`src/rtl/usb_rx_data_check_if.sv`:
```
// Byte-stream and packet-status bundle for the USB DATA payload checker.
// master drives received bytes, slave is the checker.
interface usb_rx_data_check_if #(
    parameter int LEN_W = 11
);
    logic [7:0]       in_data;
    logic             in_valid;
    logic             in_last;
    logic             in_abort;
    logic [7:0]       out_data;
    logic             out_valid;
    logic             pkt_done;
    logic             pkt_ok;
    logic             err_crc;
    logic             err_short;
    logic             err_len;
    logic             err_abort;
    logic [LEN_W-1:0] pkt_len;

    modport master (
        output in_data, in_valid, in_last, in_abort,
        input  out_data, out_valid, pkt_done, pkt_ok,
        input  err_crc, err_short, err_len, err_abort, pkt_len
    );

    modport slave (
        input  in_data, in_valid, in_last, in_abort,
        output out_data, out_valid, pkt_done, pkt_ok,
        output err_crc, err_short, err_len, err_abort, pkt_len
    );
endinterface

```
`src/rtl/usb_rx_data_check.sv`:
```
// USB DATA payload checker: CRC16 residual check over payload+CRC,
// payload forwarded through a 2-byte holdback, per-packet status.
module usb_rx_data_check #(
    parameter int MAX_LEN = 1023,
    parameter int LEN_W   = 11
) (
    input logic                clk,
    input logic                rst_n,
    usb_rx_data_check_if.slave bus
);
    typedef enum logic [1:0] {
        IDLE,
        ONE,
        STREAM
    } state_t;

    localparam logic [15:0]      CRC_INIT  = 16'hFFFF;
    localparam logic [15:0]      CRC_RESID = 16'hB001;
    localparam logic [LEN_W-1:0] LEN_MAX   = LEN_W'(MAX_LEN);
    localparam logic [LEN_W-1:0] LEN_SAT   = LEN_W'(MAX_LEN + 1);

    state_t           state, state_d;
    logic [7:0]       h0, h0_d, h1, h1_d;
    logic [15:0]      crc, crc_d, crc_nxt;
    logic [LEN_W-1:0] cnt, cnt_d, cnt_new;
    logic [7:0]       out_data, out_data_d;
    logic             out_valid, out_valid_d;
    logic             pkt_done, pkt_done_d;
    logic             pkt_ok, pkt_ok_d;
    logic             err_crc, err_crc_d;
    logic             err_short, err_short_d;
    logic             err_len, err_len_d;
    logic             err_abort, err_abort_d;
    logic [LEN_W-1:0] pkt_len, pkt_len_d;

    // Reflected CRC16 (poly 0xA001), one whole byte per call.
    function automatic logic [15:0] crc16_byte(input logic [15:0] c,
                                               input logic [7:0]  d);
        logic [15:0] r;
        r = c ^ {8'h00, d};
        for (int i = 0; i < 8; i++) begin
            r = r[0] ? ((r >> 1) ^ 16'hA001) : (r >> 1);
        end
        return r;
    endfunction

    // Next-state, holdback shifting, forwarding and status decisions.
    always_comb begin
        crc_nxt     = crc16_byte(crc, bus.in_data);
        state_d     = state;
        h0_d        = h0;
        h1_d        = h1;
        crc_d       = crc;
        cnt_d       = cnt;
        cnt_new     = cnt;
        out_data_d  = out_data;
        out_valid_d = 1'b0;
        pkt_done_d  = 1'b0;
        pkt_ok_d    = pkt_ok;
        err_crc_d   = err_crc;
        err_short_d = err_short;
        err_len_d   = err_len;
        err_abort_d = err_abort;
        pkt_len_d   = pkt_len;
        if (bus.in_abort) begin
            // Abort wins over any byte this cycle; idle aborts are ignored.
            if (state != IDLE) begin
                pkt_done_d  = 1'b1;
                pkt_ok_d    = 1'b0;
                err_crc_d   = 1'b0;
                err_short_d = 1'b0;
                err_len_d   = 1'b0;
                err_abort_d = 1'b1;
                pkt_len_d   = cnt;
                state_d     = IDLE;
                crc_d       = CRC_INIT;
                cnt_d       = '0;
            end
        end else if (bus.in_valid) begin
            crc_d = crc_nxt;
            unique case (state)
                IDLE: begin
                    h0_d    = bus.in_data;
                    state_d = ONE;
                end
                ONE: begin
                    h1_d    = bus.in_data;
                    state_d = STREAM;
                end
                default: begin
                    h0_d = h1;
                    h1_d = bus.in_data;
                    // Past MAX_LEN the count pins at MAX_LEN+1 and
                    // forwarding stops for the rest of the packet.
                    if (cnt < LEN_MAX) begin
                        out_data_d  = h0;
                        out_valid_d = 1'b1;
                        cnt_new     = cnt + 1'b1;
                    end else begin
                        cnt_new = LEN_SAT;
                    end
                    cnt_d = cnt_new;
                end
            endcase
            if (bus.in_last) begin
                pkt_done_d  = 1'b1;
                err_short_d = (state == IDLE);
                err_crc_d   = (state != IDLE) && (crc_nxt != CRC_RESID);
                err_len_d   = (cnt_new == LEN_SAT);
                err_abort_d = 1'b0;
                pkt_ok_d    = (state != IDLE) && (crc_nxt == CRC_RESID)
                              && (cnt_new != LEN_SAT);
                pkt_len_d   = cnt_new;
                state_d     = IDLE;
                crc_d       = CRC_INIT;
                cnt_d       = '0;
            end
        end
    end

    // State, holdback, CRC and registered outputs.
    always_ff @(posedge clk or negedge rst_n) begin
        if (!rst_n) begin
            state     <= IDLE;
            h0        <= '0;
            h1        <= '0;
            crc       <= CRC_INIT;
            cnt       <= '0;
            out_data  <= '0;
            out_valid <= 1'b0;
            pkt_done  <= 1'b0;
            pkt_ok    <= 1'b0;
            err_crc   <= 1'b0;
            err_short <= 1'b0;
            err_len   <= 1'b0;
            err_abort <= 1'b0;
            pkt_len   <= '0;
        end else begin
            state     <= state_d;
            h0        <= h0_d;
            h1        <= h1_d;
            crc       <= crc_d;
            cnt       <= cnt_d;
            out_data  <= out_data_d;
            out_valid <= out_valid_d;
            pkt_done  <= pkt_done_d;
            pkt_ok    <= pkt_ok_d;
            err_crc   <= err_crc_d;
            err_short <= err_short_d;
            err_len   <= err_len_d;
            err_abort <= err_abort_d;
            pkt_len   <= pkt_len_d;
        end
    end

    assign bus.out_data  = out_data;
    assign bus.out_valid = out_valid;
    assign bus.pkt_done  = pkt_done;
    assign bus.pkt_ok    = pkt_ok;
    assign bus.err_crc   = err_crc;
    assign bus.err_short = err_short;
    assign bus.err_len   = err_len;
    assign bus.err_abort = err_abort;
    assign bus.pkt_len   = pkt_len;
endmodule

```
`src/flat_wrapper.sv`:
```
// flat-port wrapper written by rule: the top's interface ports become plain ports
module usb_rx_data_check_flat 
#(
    parameter int MAX_LEN = 1023,
    parameter int LEN_W   = 11
)
  (clk, rst_n, bus_in_data, bus_in_valid, bus_in_last, bus_in_abort, bus_out_data, bus_out_valid, bus_pkt_done, bus_pkt_ok, bus_err_crc, bus_err_short, bus_err_len, bus_err_abort, bus_pkt_len);
  usb_rx_data_check_if #(.LEN_W(LEN_W)) bus_i ();
  input logic clk;
  input logic rst_n;
  input wire logic [$bits(bus_i.in_data)-1:0] bus_in_data;
  input wire logic [$bits(bus_i.in_valid)-1:0] bus_in_valid;
  input wire logic [$bits(bus_i.in_last)-1:0] bus_in_last;
  input wire logic [$bits(bus_i.in_abort)-1:0] bus_in_abort;
  output wire logic [$bits(bus_i.out_data)-1:0] bus_out_data;
  output wire logic [$bits(bus_i.out_valid)-1:0] bus_out_valid;
  output wire logic [$bits(bus_i.pkt_done)-1:0] bus_pkt_done;
  output wire logic [$bits(bus_i.pkt_ok)-1:0] bus_pkt_ok;
  output wire logic [$bits(bus_i.err_crc)-1:0] bus_err_crc;
  output wire logic [$bits(bus_i.err_short)-1:0] bus_err_short;
  output wire logic [$bits(bus_i.err_len)-1:0] bus_err_len;
  output wire logic [$bits(bus_i.err_abort)-1:0] bus_err_abort;
  output wire logic [$bits(bus_i.pkt_len)-1:0] bus_pkt_len;
  assign bus_i.in_data = bus_in_data;
  assign bus_i.in_valid = bus_in_valid;
  assign bus_i.in_last = bus_in_last;
  assign bus_i.in_abort = bus_in_abort;
  assign bus_out_data = bus_i.out_data;
  assign bus_out_valid = bus_i.out_valid;
  assign bus_pkt_done = bus_i.pkt_done;
  assign bus_pkt_ok = bus_i.pkt_ok;
  assign bus_err_crc = bus_i.err_crc;
  assign bus_err_short = bus_i.err_short;
  assign bus_err_len = bus_i.err_len;
  assign bus_err_abort = bus_i.err_abort;
  assign bus_pkt_len = bus_i.pkt_len;
  usb_rx_data_check #(.MAX_LEN(MAX_LEN), .LEN_W(LEN_W)) u_core (.clk(clk), .rst_n(rst_n), .bus(bus_i));
endmodule
```
`config.mk`:
```
export PLATFORM = sky130hd
export DESIGN_NAME = usb_rx_data_check_flat
export DESIGN_NICKNAME = d
export VERILOG_FILES = /design/src/rtl/usb_rx_data_check_if.sv /design/src/rtl/usb_rx_data_check.sv /design/src/flat_wrapper.sv
export SDC_FILE = /design/constraint.sdc
export NUM_CORES = 1
export LEC_CHECK = 0
export BUFFER_PORTS_ARGS = -buffer_cell sky130_fd_sc_hd__buf_2
export CORE_MARGIN = 8
export CORE_UTILIZATION = 63
export DETAILED_ROUTE_END_ITERATION = 8
export MAX_ROUTING_LAYER = met4
export PLACE_DENSITY_LB_ADDON = 0.3
export SETUP_SLACK_MARGIN = 0.1
export SYNTH_ARGS = -nofsm -noshare
export SYNTH_HDL_FRONTEND = slang
export SYNTH_SLANG_ARGS = --single-unit
```
`constraint.sdc`:
```
create_clock -name clk -period 5.24 [get_ports clk]
set_input_delay 1.048 -clock clk [delete_from_list [all_inputs] [get_ports clk]]
set_output_delay 1.048 -clock clk [all_outputs]
set_load 0.02 [all_outputs]
```
==> results of run 1 <==
state kept, by name, summed over array words and instances (netlist names):
name                  flops
u_core.bus.out_valid      1
u_core.h0                 8
u_core.bus.pkt_done       1
u_core.cnt               11
u_core.bus.err_len        1
u_core.crc               16
u_core.bus.err_abort      1
u_core.bus.out_data       8
u_core.state              2
u_core.bus.pkt_len       11
u_core.h1                 8
u_core.bus.pkt_ok         1
u_core.bus.err_crc        1
u_core.bus.err_short      1
cell type report:
| cell class | count | area [sq um] | area share (%) |
|---|---|---|---|
| well taps | 72 | 90.1 | 2.28 |
| clock inverters | 6 | 35.0 | 0.888 |
| repair buffers | 41 | 213 | 5.39 |
| inverters | 7 | 26.3 | 0.666 |
| flip-flops and latches | 71 | 1800 | 45.5 |
| clock buffers | 10 | 138 | 3.49 |
| multi-input cells | 258 | 1650 | 41.8 |
per-layer routing:
| layer | part of all wire (%) | track usage [%] | wire (um) |
|---|---|---|---|
| met5 | 0 | - | 0 |
| met4 | 1.6 | 7.64 | 136 |
| met3 | 6.2 | 5.02 | 531 |
| met2 | 46 | 31.0 | 3900 |
| met1 | 46 | 30.0 | 3960 |
cells in the final DEF (no fill, tap or decap), types with 9 or more instances in the layout:
| cell type | n |
|---|---|
| a21oi_1 | 10 |
| a22oi_1 | 16 |
| buf_2 | 38 |
| clkbuf_8 | 10 |
| dfrtp_1 | 55 |
| dfstp_2 | 16 |
| mux2_2 | 16 |
| nand2_1 | 40 |
| nand3_1 | 9 |
| nor2_1 | 22 |
| nor3_1 | 16 |
| o21ai_0 | 44 |
| xnor2_1 | 14 |
logic make-up (layout without fill, tap and decap cells):
logic type | after synthesis | in the layout | synth area share [%]
and+or+nand+nor | 119 | 119 | 16.5
AOI/OAI and AO/OA | 97 | 97 | 17.3
DFF | 71 | 71 | 50.2
buffers and inverters | 32 | 64 | 3.78
xor gates and xnor gates | 23 | 23 | 6.23
muxes | 17 | 17 | 5.32
adders and majority gates | 2 | 2 | 0.700
power by group through the flow:
stage | clock, mW | sequential, mW | combinational, mW
after global routing | 0.421 | 0.783 | 0.609
after detailed placement | 0 | 0.779 | 0.561
final | 0.387 | 0.769 | 0.559
after floorplan | 0 | 0.796 | 0.386
after global placement | 0 | 0.770 | 0.550
after CTS | 0.394 | 0.768 | 0.565
synthesized netlist by cell type, types with 2 or more instances:
master / count
nor3_1: 16
a21oi_1: 10
a211o_1: 2
or4b_2: 2
o31ai_1: 6
nand4_1: 4
a22oi_1: 16
nand2_1: 40
buf_2: 11
and2_1: 5
a31oi_1: 2
nor2_1: 22
inv_1: 7
clkbuf_1: 13
ha_1: 2
nor3b_1: 4
a221o_1: 6
or3_1: 2
dfrtp_1: 55
xnor2_1: 14
and3_1: 5
o21ai_0: 45
dfstp_2: 16
nand3_1: 9
xor2_1: 7
mux2_2: 16
metrics by stage:
step           setup WS, ns  utilization [%]  power [mW]  std cells
2_1_floorplan          1.68                -        1.18        361
3_3_place_gp           1.29             68.5        1.32        449
3_5_place_dp           1.21             68.5        1.34        449
4_1_cts                1.54             71.7        1.73        465
5_1_grt                1.32             71.7        1.81        465
6_report               1.54             71.7        1.72        465
worst paths after layout:
| kind | from | end | slack, ns | depth (start not counted) |
|---|---|---|---|---|
| setup reg to reg | u_core.crc[5]$_DFFE_PN1P_ | u_core.bus.pkt_ok$_DFFE_PN0P_ | 1.88 | 11 |
| min in group asynchronous | rst_n | u_core.cnt[8]$_DFFE_PN0P_ | 0.87 | 1 |
| hold reg to reg | u_core.bus.pkt_len[10]$_DFFE_PN0P_ | u_core.bus.pkt_len[10]$_DFFE_PN0P_ | 0.48 | 2 |
| max in group asynchronous | rst_n | u_core.crc[1]$_DFFE_PN1P_ | 3.40 | 2 |
| hold / removal | u_core.bus.pkt_len[10]$_DFFE_PN0P_ | u_core.bus.pkt_len[10]$_DFFE_PN0P_ | 0.48 | 2 |
| setup / recovery | bus_in_data[5] | u_core.bus.pkt_ok$_DFFE_PN0P_ | 1.54 | 12 |
worst register-to-register path, stage by stage, from the launching register on:
cell and delay [ns]:
dfstp_2 0.55, xnor2_1 0.12, xnor2_1 0.42, xor2_1 0.14, xnor2_1 0.30, xnor2_1 0.21
ha_1 0.19, or4b_2 0.60, nor4_1 0.26, nand4_1 0.15, nor3_2 0.17, a32o_1 0.19
==> key figures, run 1 <==
Setup path
  – Endpoint arrival time on the critical path: around 4.0 ns
  – Peak fanout along the critical path: 4
  – CP cell instances: buf_2, xnor2_1, xnor2_1, xor2_1, xnor2_1, xnor2_1, ha_1, or4b_2, nor4_1, nand4_1, nor3_2, a32o_1
  – Cell occurring most often along the worst timing path: xnor2_1
  – Critical path startpoint category: primary input
  – Cell family with the largest share of critical-path delay: XOR/XNOR gates
  – Worst path required time: 5.51 ns
  – Combined buffer and inverter count along the critical path: 1
  – Largest stage delay on the critical path: around 0.60 ns
  – Kind of critical path: primary input to flop
  – Critical path's slowest cell: or4b_2
  – CP Capture Type: flop

Clock tree
  – CTS buffer count: 9
  – TritonCTS clock tree: built
  – Htree depth: 3
  – Clk slew on worst S/H paths: about 0.07 ns
  – # hold bufs at CTS: 0
  – Maximum buffer depth of the clock tree: 2
  – Total clock sinks: 71
  – Root buffer selected by CTS: clkbuf_8
  – Latest clock arrival within the worst-skew pair: 0.34 ns
  – Post-CTS Setup Inserts: 0
  – # resized after CTS: 0

Timing
  – Max Clk Rate: approximately 270 MHz
  – Crit path time final: 3.70 ns
  – Hold slack final: 0.479 ns
  – Slew Limit Fails: 0
  – Tightest slew margin relative to the limit: 17.2%
  – Fraction of the cycle the final worst path needs: 70.7%
  – Final setup fails: 0
  – Transition time at the pin with the least slew margin: around 1.2 ns
  – Sum of negative setup slack: 0 ns
  – Final-report hold violation count: 0
  – Setup repair after global routing missed its margin: no
  – Setup Skew: 0.00519 ns

Synthesis
  – Average size of a mapped cell: between 9 and 10 sq um
  – Most instantiated flip-flop cell in the synthesis netlist: dfrtp_1
  – Syn_nets: 376
  – Share of synthesized area occupied by flip-flops and latches: 50.2%
  – Cell type with the highest aggregate area in the netlist: dfrtp_1
  – Number of standard cells after synthesis: around 360
  – Share of the synthesized area in the top cell type: between 30% and 40%
  – Synth area leaders: dfrtp_1, dfstp_2, o21ai_0, mux2_2, nand2_1
  – EDFF count, synth: 0
  – Yosys synthesis warning count: 0
  – Post-synthesis async set-or-reset flop share: 100%
  – Synthesis-stage register bit count: 71
  – Number of different library cells in the post-synthesis netlist: 50
  – Cell area after synthesis: between 0.003 and 0.004 sq mm

Global route
  – Largest net degree at the start of global routing: between 40 and 50
  – Initial antenna violation count: 0
  – Global routing usage summed across all routing layers: 21.9%
  – Sum of overflow across all layers after global routing: 0
  – Number of global-route vias before repair: approximately 2.8k
  – Global-route wire length before repair: 14.3 mm

Pwr
  – Leakage component of the power: 1.75 nW
  – Cell Int Power: ~1.1 mW
  – Proportion of power drawn by flip-flops and latches: 44.8%
  – Cell Pwr Density: 435 mW/mm^2
  – Net switching power: 585 uW
  – Switching part of the total power: between 30% and 40%
  – Clock network fraction of total power: between 20% and 30%
  – Logic pwr share: approximately 33%
  – Peak supply drop: slightly below 0.4 mV

Cells and area
  – Number of diodes: 0
  – Proportion of layout cells with a drive suffix above 1: roughly 24%
  – Number of nets in the finished design: 403
  – Synth-to-layout area growth: 10.4%
  – Number of fillers in the final layout: 421
  – Final cell area excluding filler cells: approximately 0.0039 sq mm

Floorplan
  – Y dimension of the die: 91.3 um
  – Die Outline Area: 0.00834 sq mm
  – Overall die width: 91.3 um
  – Floorplan Core Area: 0.00551 sq mm
  – Cell Rows: 27
  – I/O pin count: 39
  – Starting density of the core: between 60% and 70%

Drt
  – Via count: 2945
  – Antenna-violating nets left: 0
  – # DRC: 0
  – Routed wire per std cell: around 18 um
  – DR iter-0 viols: 298
  – Detailed-router iteration count before antenna repair: 5
  – Vias per inst: about 6.3
  – Final routed wirelength across all metal layers: 8.53 mm

Run
  – Max-capacitance violation count: 0

Outcome
  – Status: finished, final reports clean

Min path
  – HP Class: flop to flop

Placement
  – Port bufs: 38
  – Hpwl dp: between 5 and 6 mm
  – Gpl congestion: 0.885
  – Post-detailed-placement cell area: 0.00377 sq mm
(Power assumes the default switching activity.)
==> run 2: changes to the inputs <==
ABC_AREA = 1   (was unset)
CORE_UTILIZATION = 53   (was 63)
clock period = 3.3 ns   (was 5.24 ns; I/O delays follow)
==> run 2 against run 1 <==
Area after synthesis up 1.5%; final cell count rose by 19%; critical path depth up 4.
==> key figures, run 2 <==
Clock tree
  – Clk slew on worst S/H paths: 0.08 ns (about the same)
  – Htree depth: 3 (unchanged)
  – Total clock sinks: 71 (unchanged)
  – Latest clock arrival within the worst-skew pair: 0.34 ns (about the same)
  – Root buffer selected by CTS: clkbuf_8
  – # hold bufs at CTS: 0 (unchanged)
  – CTS buffer count: 9 (unchanged)
  – TritonCTS clock tree: built
  – Post-CTS Setup Inserts: 0 (unchanged)
  – Maximum buffer depth of the clock tree: 2 (unchanged)
  – # resized after CTS: 0 (unchanged)

Setup path
  – Reg-to-reg critical path startpoint: u_core.crc[5]$_DFFE_PN1P_
  – Setup slack of the worst register-to-register path: 0.48 ns (-1.40 ns)
  – Worst path required time: 3.54 ns (-1.97 ns)
  – Peak fanout along the critical path: 3 (-1)
  – Path depth of the worst reg2reg path: 16 (+5)
  – Reg-to-Reg End: u_core.bus.err_crc$_DFFE_PN0P_
  – Kind of critical path: flop to flop
  – Critical path startpoint category: flop
  – CP Capture Type: flop
  – Endpoint arrival time on the critical path: 3.06 ns (-0.92 ns)

Synthesis
  – Adder-cell share of the synthesized area: 0.690% (-0.010 points)
  – Share of the synthesized area in the top cell type: 37.9% (-0.56 points)
  – Compound-Gate Fraction of Synth Area: 12.0% (-5.2 points)
  – Yosys synthesis warning count: 0 (unchanged)
  – Cell area after synthesis: 0.00363 sq mm (+1.5%)
  – Simple-gate share of the synthesized area: 24.8% (+8.3 points)
  – Average size of a mapped cell: 8.48 sq um (-14%)
  – EDFF count, synth: 0 (unchanged)
  – Fraction of synthesized area in multiplexers: 2.79% (-2.5 points)
  – Post-synthesis async set-or-reset flop share: 100% (unchanged)
  – Cell type with the highest aggregate area in the netlist: dfrtp_1
  – Number of different library cells in the post-synthesis netlist: 34 (-32%)
  – Synthesis-stage register bit count: 71 (unchanged)
  – Syn_nets: 443 (+18%)
  – Share of synthesized area occupied by flip-flops and latches: 49.5% (-0.73 points)
  – XOR/XNOR Fraction of Synth Area: 3.31% (-2.9 points)
  – Number of standard cells after synthesis: 428 (+19%)
  – Synth area leaders: dfrtp_1, nand2_1, dfstp_2, inv_1, nand3_1
  – Most instantiated flip-flop cell in the synthesis netlist: dfrtp_1
  – Commonest cells in the netlist: nand2_1, dfrtp_1, inv_1
  – Most used standard cell by instance count after synthesis: nand2_1
  – Dominant combinational cell family by area after synthesis: simple AND/OR/NAND/NOR gates

Floorplan
  – Y dimension of the die: 98.7 um (+8.1%)
  – Overall die width: 98.7 um (+8.1%)
  – Floorplan Core Area: 0.00672 sq mm (+22%)
  – Starting density of the core: 54.0% (-11 points)
  – I/O pin count: 39 (unchanged)
  – Die Outline Area: 0.00975 sq mm (+17%)
  – Cell Rows: 30 (+11%)

Placement
  – Worst setup slack after placement: 0.248 ns (-0.960 ns)
  – Gpl congestion: 0.932 (+5.3%)
  – Port bufs: 38 (unchanged)
  – Hpwl dp: 5.94 mm (-0.84%)
  – Post-detailed-placement cell area: 0.00390 sq mm (+3.3%)
  – Inst Count DP: 538 (+20%)

Timing
  – Final-report hold violation count: 0 (unchanged)
  – Sum of negative setup slack: 0 ns (unchanged)
  – Minimum setup slack in the final design: 0.483 ns (-1.05 ns)
  – Crit path time final: 2.82 ns
  – Final setup fails: 0 (unchanged)
  – Transition time at the pin with the least slew margin: 0.584 ns (-0.653 ns)
  – Setup Skew: 0.00775 ns (+0.00256 ns)
  – Slew Limit Fails: 0 (unchanged)
  – Setup repair after global routing missed its margin: no
  – Fraction of the cycle the final worst path needs: 85.4%
  – Max Clk Rate: 355 MHz
  – Tightest slew margin relative to the limit: 61.0% (+44 points)
  – Hold slack final: 0.295 ns (-0.183 ns)

Cells and area
  – Leading cell type in the layout, fill and taps excluded: nand2_1
  – Most frequent cells in the layout: nand2_1, dfrtp_1, inv_1, buf_2, nor2_1
  – Final cell area excluding filler cells: 0.00410 sq mm (+4.0%)
  – Proportion of layout cells with a drive suffix above 1: 24.7% (+0.51 points)
  – Register with the highest flop count: u_core.crc
  – Flip-flop count of the largest register, all copies and words added: 16 (unchanged)
  – Number of nets in the finished design: 484 (+20%)
  – Leading registers by flop count: u_core.crc: 16 flops, u_core.bus.pkt_len: 11 flops, u_core.cnt: 11 flops
  – Final cell count without fillers: 554 (+19%)
  – Final Util: 61.1% (-11 points)
  – Synth-to-layout area growth: 13.1%
  – Number of diodes: 0 (unchanged)

Outcome
  – Status: finished, final reports clean

Drt
  – Routed wire per std cell: 15.0 um (-18%)
  – Antenna-violating nets left: 0 (unchanged)
  – # DRC: 0 (unchanged)
  – Vias per inst: 5.50 (-13%)
  – Via count: 3046 (+3.4%)
  – Detailed-router iteration count before antenna repair: 5 (unchanged)
  – Final routed wirelength across all metal layers: 8.30 mm (-2.7%)
  – DR iter-0 viols: 247 (-17%)

Pwr
  – Peak supply drop: 0.460 mV (+18%)
  – Proportion of power drawn by flip-flops and latches: 40.4% (-4.4 points)
  – Switching part of the total power: 40.7% (+6.6 points)
  – Cell Int Power: 2.05 mW (+81%)
  – Leakage component of the power: 2.09 nW (+19%)
  – Net switching power: 1.41 mW (+140%)
  – Clock network fraction of total power: 20.4% (-2.2 points)
  – Sum of internal, switching and leakage power: 3.45 mW (+100%)
  – Cell Pwr Density: 842 mW/mm^2 (+94%)
  – Logic pwr share: 39.2% (+6.6 points)

Run
  – Max-capacitance violation count: 0 (unchanged)

Global route
  – Number of global-route vias before repair: 3011 (+5.9%)
  – Global-route wire length before repair: 14.2 mm (-0.77%)
  – Sum of overflow across all layers after global routing: 0 (unchanged)
  – Initial antenna violation count: 0 (unchanged)
  – Largest net degree at the start of global routing: 26 (-45%)
  – Global routing usage summed across all routing layers: 18.5% (-3.4 points)

Min path
  – HP Class: primary input to asynchronous set/reset pin
run 2: changes by cell type after synthesis, sizes merged, moves of 9 or more:
cell,change
o21ai,-25
nand2,+97
a22oi,-15
o22ai,+9
inv,+42
nand3,+19
xnor2,-10
nor3,-16
nor2,+13
o221ai,+10
run 2: worst max-delay path by stage:
stage	start	end	slack [ns]	cells after the start
finish	u_core.crc[5]$_DFFE_PN1P_	u_core.bus.err_crc$_DFFE_PN0P_	0.48	16
CTS	u_core.crc[5]$_DFFE_PN1P_	u_core.bus.err_crc$_DFFE_PN0P_	0.50	16
floorplan	bus_in_data[1]	u_core.bus.err_crc$_DFFE_PN0P_	0.66	21
global placement	bus_in_data[5]	u_core.bus.err_crc$_DFFE_PN0P_	0.38	17
detailed placement	bus_in_data[5]	u_core.bus.err_crc$_DFFE_PN0P_	0.25	17
global route	u_core.crc[3]$_DFFE_PN1P_	u_core.bus.err_crc$_DFFE_PN0P_	0.24	18
run 2: final cells by class:
cell class	count	area, sq um
Clock buffer	9	124
Clock inverter	7	80.1
Fill cell	588	2620
Inverter	49	184
Multi-Input combinational cell	294	1580
Sequential cell	71	1800
Tap cell	80	100
Timing Repair Buffer	44	235
run 2: worst max-delay path: stages, from the launching register on:
cell and delay [ns]:
dfstp_2 0.58, xnor2_1 0.11, xnor2_1 0.32, inv_1 0.12, nand2_2 0.10, nand2_2 0.08
xor2_2 0.16, ha_1 0.36, xor2_1 0.19, nor2_1 0.12, nand2_1 0.06, nor2_1 0.09
nand3_1 0.08, nor2_1 0.14, nand3_2 0.10, nand2_1 0.07, nand2_1 0.04
run 2: per-layer routing:
layer	vias up	GRT usage, %	part of all wire (%)
li1	1476	-	-
met1	1462	23.9	47
met2	93	28.0	46
met3	15	3.31	4.9
met4	0	7.79	1.9
met5	-	-	0
run 2: power groups by stage:
stage	registers (mW)	clock network, mW	logic (mW)
2_1_floorplan	1.46	0	0.919
3_3_place_gp	1.39	0	1.31
3_5_place_dp	1.41	0	1.34
4_1_cts	1.40	0.726	1.35
5_1_grt	1.43	0.755	1.53
6_report	1.40	0.705	1.35
run 2: cell families (layout without fill, tap and decap cells):
family                     Yosys count  after routing
AOI/OAI and AO/OA                   69             69
buffers and inverters               63            109
xor gates and xnor gates            12             12
adders and majority gates            2              2
DFF                                 71             71
and+or+nand+nor                    202            202
muxes                                9              9
==> run 3: changes to the inputs <==
ABC_AREA = unset   (was 1)
CELL_PAD_IN_SITES_DETAIL_PLACEMENT = 0   (was unset)
CELL_PAD_IN_SITES_GLOBAL_PLACEMENT = 2   (was unset)
CORE_UTILIZATION = 34   (was 53)
==> run 3 against run 2 <==
Combinational power fell by 27%; design area grew 2.1%; core utilization down 20 points; fmax fell by 6.7%; register-to-register slack lost 0.20 ns; sequential cell count did not move; critical path depth down 5; global-route usage is 3.7 points lower; first-iteration DRC count down 15%; worst setup slack worse by 0.20 ns; final cell count is 1.8% lower; critical endpoint is now u_core.bus.pkt_ok$_DFFE_PN0P_; largest power group unchanged.
==> key figures, run 3 (synthesized netlist as in run 1, its figures left out) <==
Setup path
  – Critical path startpoint category: flop
  – CP Capture Type: flop
  – Reg-to-reg critical path startpoint: u_core.crc[5]$_DFFE_PN1P_
  – Path depth of the worst reg2reg path: 11 (-5)
  – Peak fanout along the critical path: 2 (-1)
  – Kind of critical path: flop to flop
  – Worst path required time: 3.58 ns (+0.04 ns)
  – Endpoint arrival time on the critical path: 3.30 ns (+0.24 ns)
  – First element of the critical path: u_core.crc[5]$_DFFE_PN1P_

Cells and area
  – Number of diodes: 0 (unchanged)
  – Final cell count without fillers: 544 (-1.8%)
  – Final Util: 40.8% (-20 points)
  – Proportion of layout cells with a drive suffix above 1: 28.2% (+3.5 points)
  – Flip-flop count of the largest register, all copies and words added: 16 (unchanged)
  – Number of fillers in the final layout: 1044 (+78%)
  – Synth-to-layout area growth: 17.2%
  – Number of nets in the finished design: 418 (-14%)
  – Register with the highest flop count: u_core.crc
  – Most frequent cells in the layout: dfrtp_1, o21ai_0, nand2_1, buf_2, nor2_1
  – Leading cell type in the layout, fill and taps excluded: dfrtp_1
  – Leading registers by flop count: u_core.crc: 16 flops, u_core.bus.pkt_len: 11 flops, u_core.cnt: 11 flops

Pwr
  – Logic pwr share: 34.8% (-4.4 points)
  – Peak supply drop: 0.319 mV (-31%)
  – Switching part of the total power: 33.8% (-6.9 points)
  – Proportion of power drawn by flip-flops and latches: 42.6% (+2.2 points)
  – Leakage component of the power: 1.86 nW (-11%)
  – Sum of internal, switching and leakage power: 2.82 mW (-18%)
  – Net switching power: 955 uW (-32%)
  – Cell Pwr Density: 674 mW/mm^2 (-20%)
  – Clock network fraction of total power: 22.5% (+2.1 points)
  – Cell Int Power: 1.87 mW (-8.8%)

Placement
  – Inst Count DP: 528 (-1.9%)
  – Hpwl dp: 6.87 mm (+16%)
  – Port bufs: 38 (unchanged)
  – Gpl congestion: 0.841 (-9.8%)

Clock tree
  – Total clock sinks: 71 (unchanged)
  – CTS buffer count: 9 (unchanged)
  – Post-CTS Setup Inserts: 0 (unchanged)
  – TritonCTS clock tree: built
  – Latest clock arrival within the worst-skew pair: 0.35 ns (about the same)
  – Maximum buffer depth of the clock tree: 2 (unchanged)
  – Clk slew on worst S/H paths: 0.08 ns (about the same)
  – Htree depth: 3 (unchanged)
  – Root buffer selected by CTS: clkbuf_8

Timing
  – Max Clk Rate: 331 MHz (-6.7%)
  – Slew Limit Fails: 0 (unchanged)
  – Transition time at the pin with the least slew margin: 0.817 ns (+0.233 ns)
  – Final setup fails: 0 (unchanged)
  – Fraction of the cycle the final worst path needs: 91.5% (+6.1 points)
  – Tightest slew margin relative to the limit: 45.5% (-16 points)
  – Final-report hold violation count: 0 (unchanged)
  – Setup Skew: 0.0147 ns (+0.00699 ns)
  – Setup repair after global routing missed its margin: no
  – Crit path time final: 3.02 ns (+0.203 ns)

Floorplan
  – Floorplan Core Area: 0.0103 sq mm (+53%)
  – Y dimension of the die: 119 um (+20%)
  – Die Outline Area: 0.0141 sq mm (+44%)
  – Overall die width: 119 um (+20%)
  – I/O pin count: 39 (unchanged)
  – Starting density of the core: 34.8% (-19 points)
  – Cell Rows: 37 (+23%)

Drt
  – Antenna-violating nets left: 0 (unchanged)
  – Final routed wirelength across all metal layers: 9.65 mm (+16%)
  – DR iter-0 viols: 211 (-15%)
  – Via count: 2882 (-5.4%)
  – Vias per inst: 5.30 (-3.6%)
  – Routed wire per std cell: 17.7 um (+18%)
  – Detailed-router iteration count before antenna repair: 4 (-1)
  – # DRC: 0 (unchanged)

Global route
  – Number of global-route vias before repair: 2949 (-2.1%)
  – Global-route wire length before repair: 16.3 mm (+15%)
  – Largest net degree at the start of global routing: 38 (+46%)
  – Sum of overflow across all layers after global routing: 0 (unchanged)
  – Global routing usage summed across all routing layers: 14.8% (-3.7 points)
  – Initial antenna violation count: 0 (unchanged)

Min path
  – HP Class: primary input to asynchronous set/reset pin

Run
  – Max-capacitance violation count: 0 (unchanged)

Outcome
  – Status: finished, final reports clean
run 3: changes by cell type in the layout (fill, tap and decap cells not counted), sizes merged, moves of 12 or more:
cell | before | now
nand2 | 137 | 40
nor3 | 1 | 17
buf | 44 | 56
nor2 | 35 | 22
inv | 52 | 7
nand3 | 28 | 9
a22oi | 1 | 16
o21ai | 20 | 45
run 3: final timing paths:
kind | slack (ns) | to
max | 0.28 | u_core.bus.pkt_ok$_DFFE_PN0P_
min reg2reg | 0.48 | u_core.bus.pkt_len[10]$_DFFE_PN0P_
max in group asynchronous | 2.14 | u_core.crc[9]$_DFFE_PN1P_
max reg2reg | 0.28 | u_core.bus.pkt_ok$_DFFE_PN0P_
min | 0.40 | u_core.bus.pkt_len[4]$_DFFE_PN0P_
min in group clk | 0.48 | u_core.bus.pkt_len[10]$_DFFE_PN0P_
run 3: worst max-delay path, cell delays in order (launching register included):
cell and delay, ns:
dfstp_2 0.56, xnor2_2 0.09, xnor2_2 0.24, xor2_1 0.21, xnor2_1 0.18, xnor2_1 0.18
ha_1 0.17, or4b_2 0.59, nor4_1 0.24, nand4_1 0.16, nor3_2 0.15, a32o_1 0.18
run 3: cell type report:
cell class | instances | area, sq um | area share [%]
tap | 136 | 170 | 4.06
clock inverter | 5 | 33.8 | 0.806
multi-input combinational | 258 | 1690 | 40.2
clock buffer | 11 | 141 | 3.37
timing repair buffer | 56 | 338 | 8.06
inverter | 7 | 26.3 | 0.627
sequential | 71 | 1800 | 42.9
run 3: per-stage QoR:
stage / worst slack [ns] / instance area, sq um / hold slack (ns) / TNS [ns]
finish: 0.280 / 4190 / 0.396 / 0
global route: 0.133 / 4190 / 0.455 / 0
CTS: 0.182 / 4150 / 0.426 / 0
detailed placement: -0.182 / 3980 / 0.468 / -0.340
global placement: -0.0729 / 3980 / 0.458 / -0.117
floorplan: 0.127 / 3580 / 0.364 / 0
run 3: power groups by stage:
| stage | Clock [mW] | Combinational (mW) | Sequential, mW |
|---|---|---|---|
| 2_1_floorplan | 0 | 0.613 | 1.26 |
| 3_3_place_gp | 0 | 0.975 | 1.21 |
| 3_5_place_dp | 0 | 0.984 | 1.22 |
| 4_1_cts | 0.656 | 0.987 | 1.20 |
| 5_1_grt | 0.699 | 1.08 | 1.23 |
| 6_report | 0.636 | 0.983 | 1.20 |
run 3: repair_timing:
item | 4_1_cts | 5_1_grt
resized for setup | 0 | 5
setup endpoints to repair | 0 | 2
hold buffers | 0 | 0
run 3: layer usage:
metal | GRT usage (%) | up-vias | part of all wire, %
li1 | - | 1383 | -
met1 | 20.0 | 1431 | 49
met2 | 21.8 | 57 | 45
met3 | 2.71 | 11 | 4.2
met4 | 5.45 | 0 | 1.6
met5 | - | - | 0
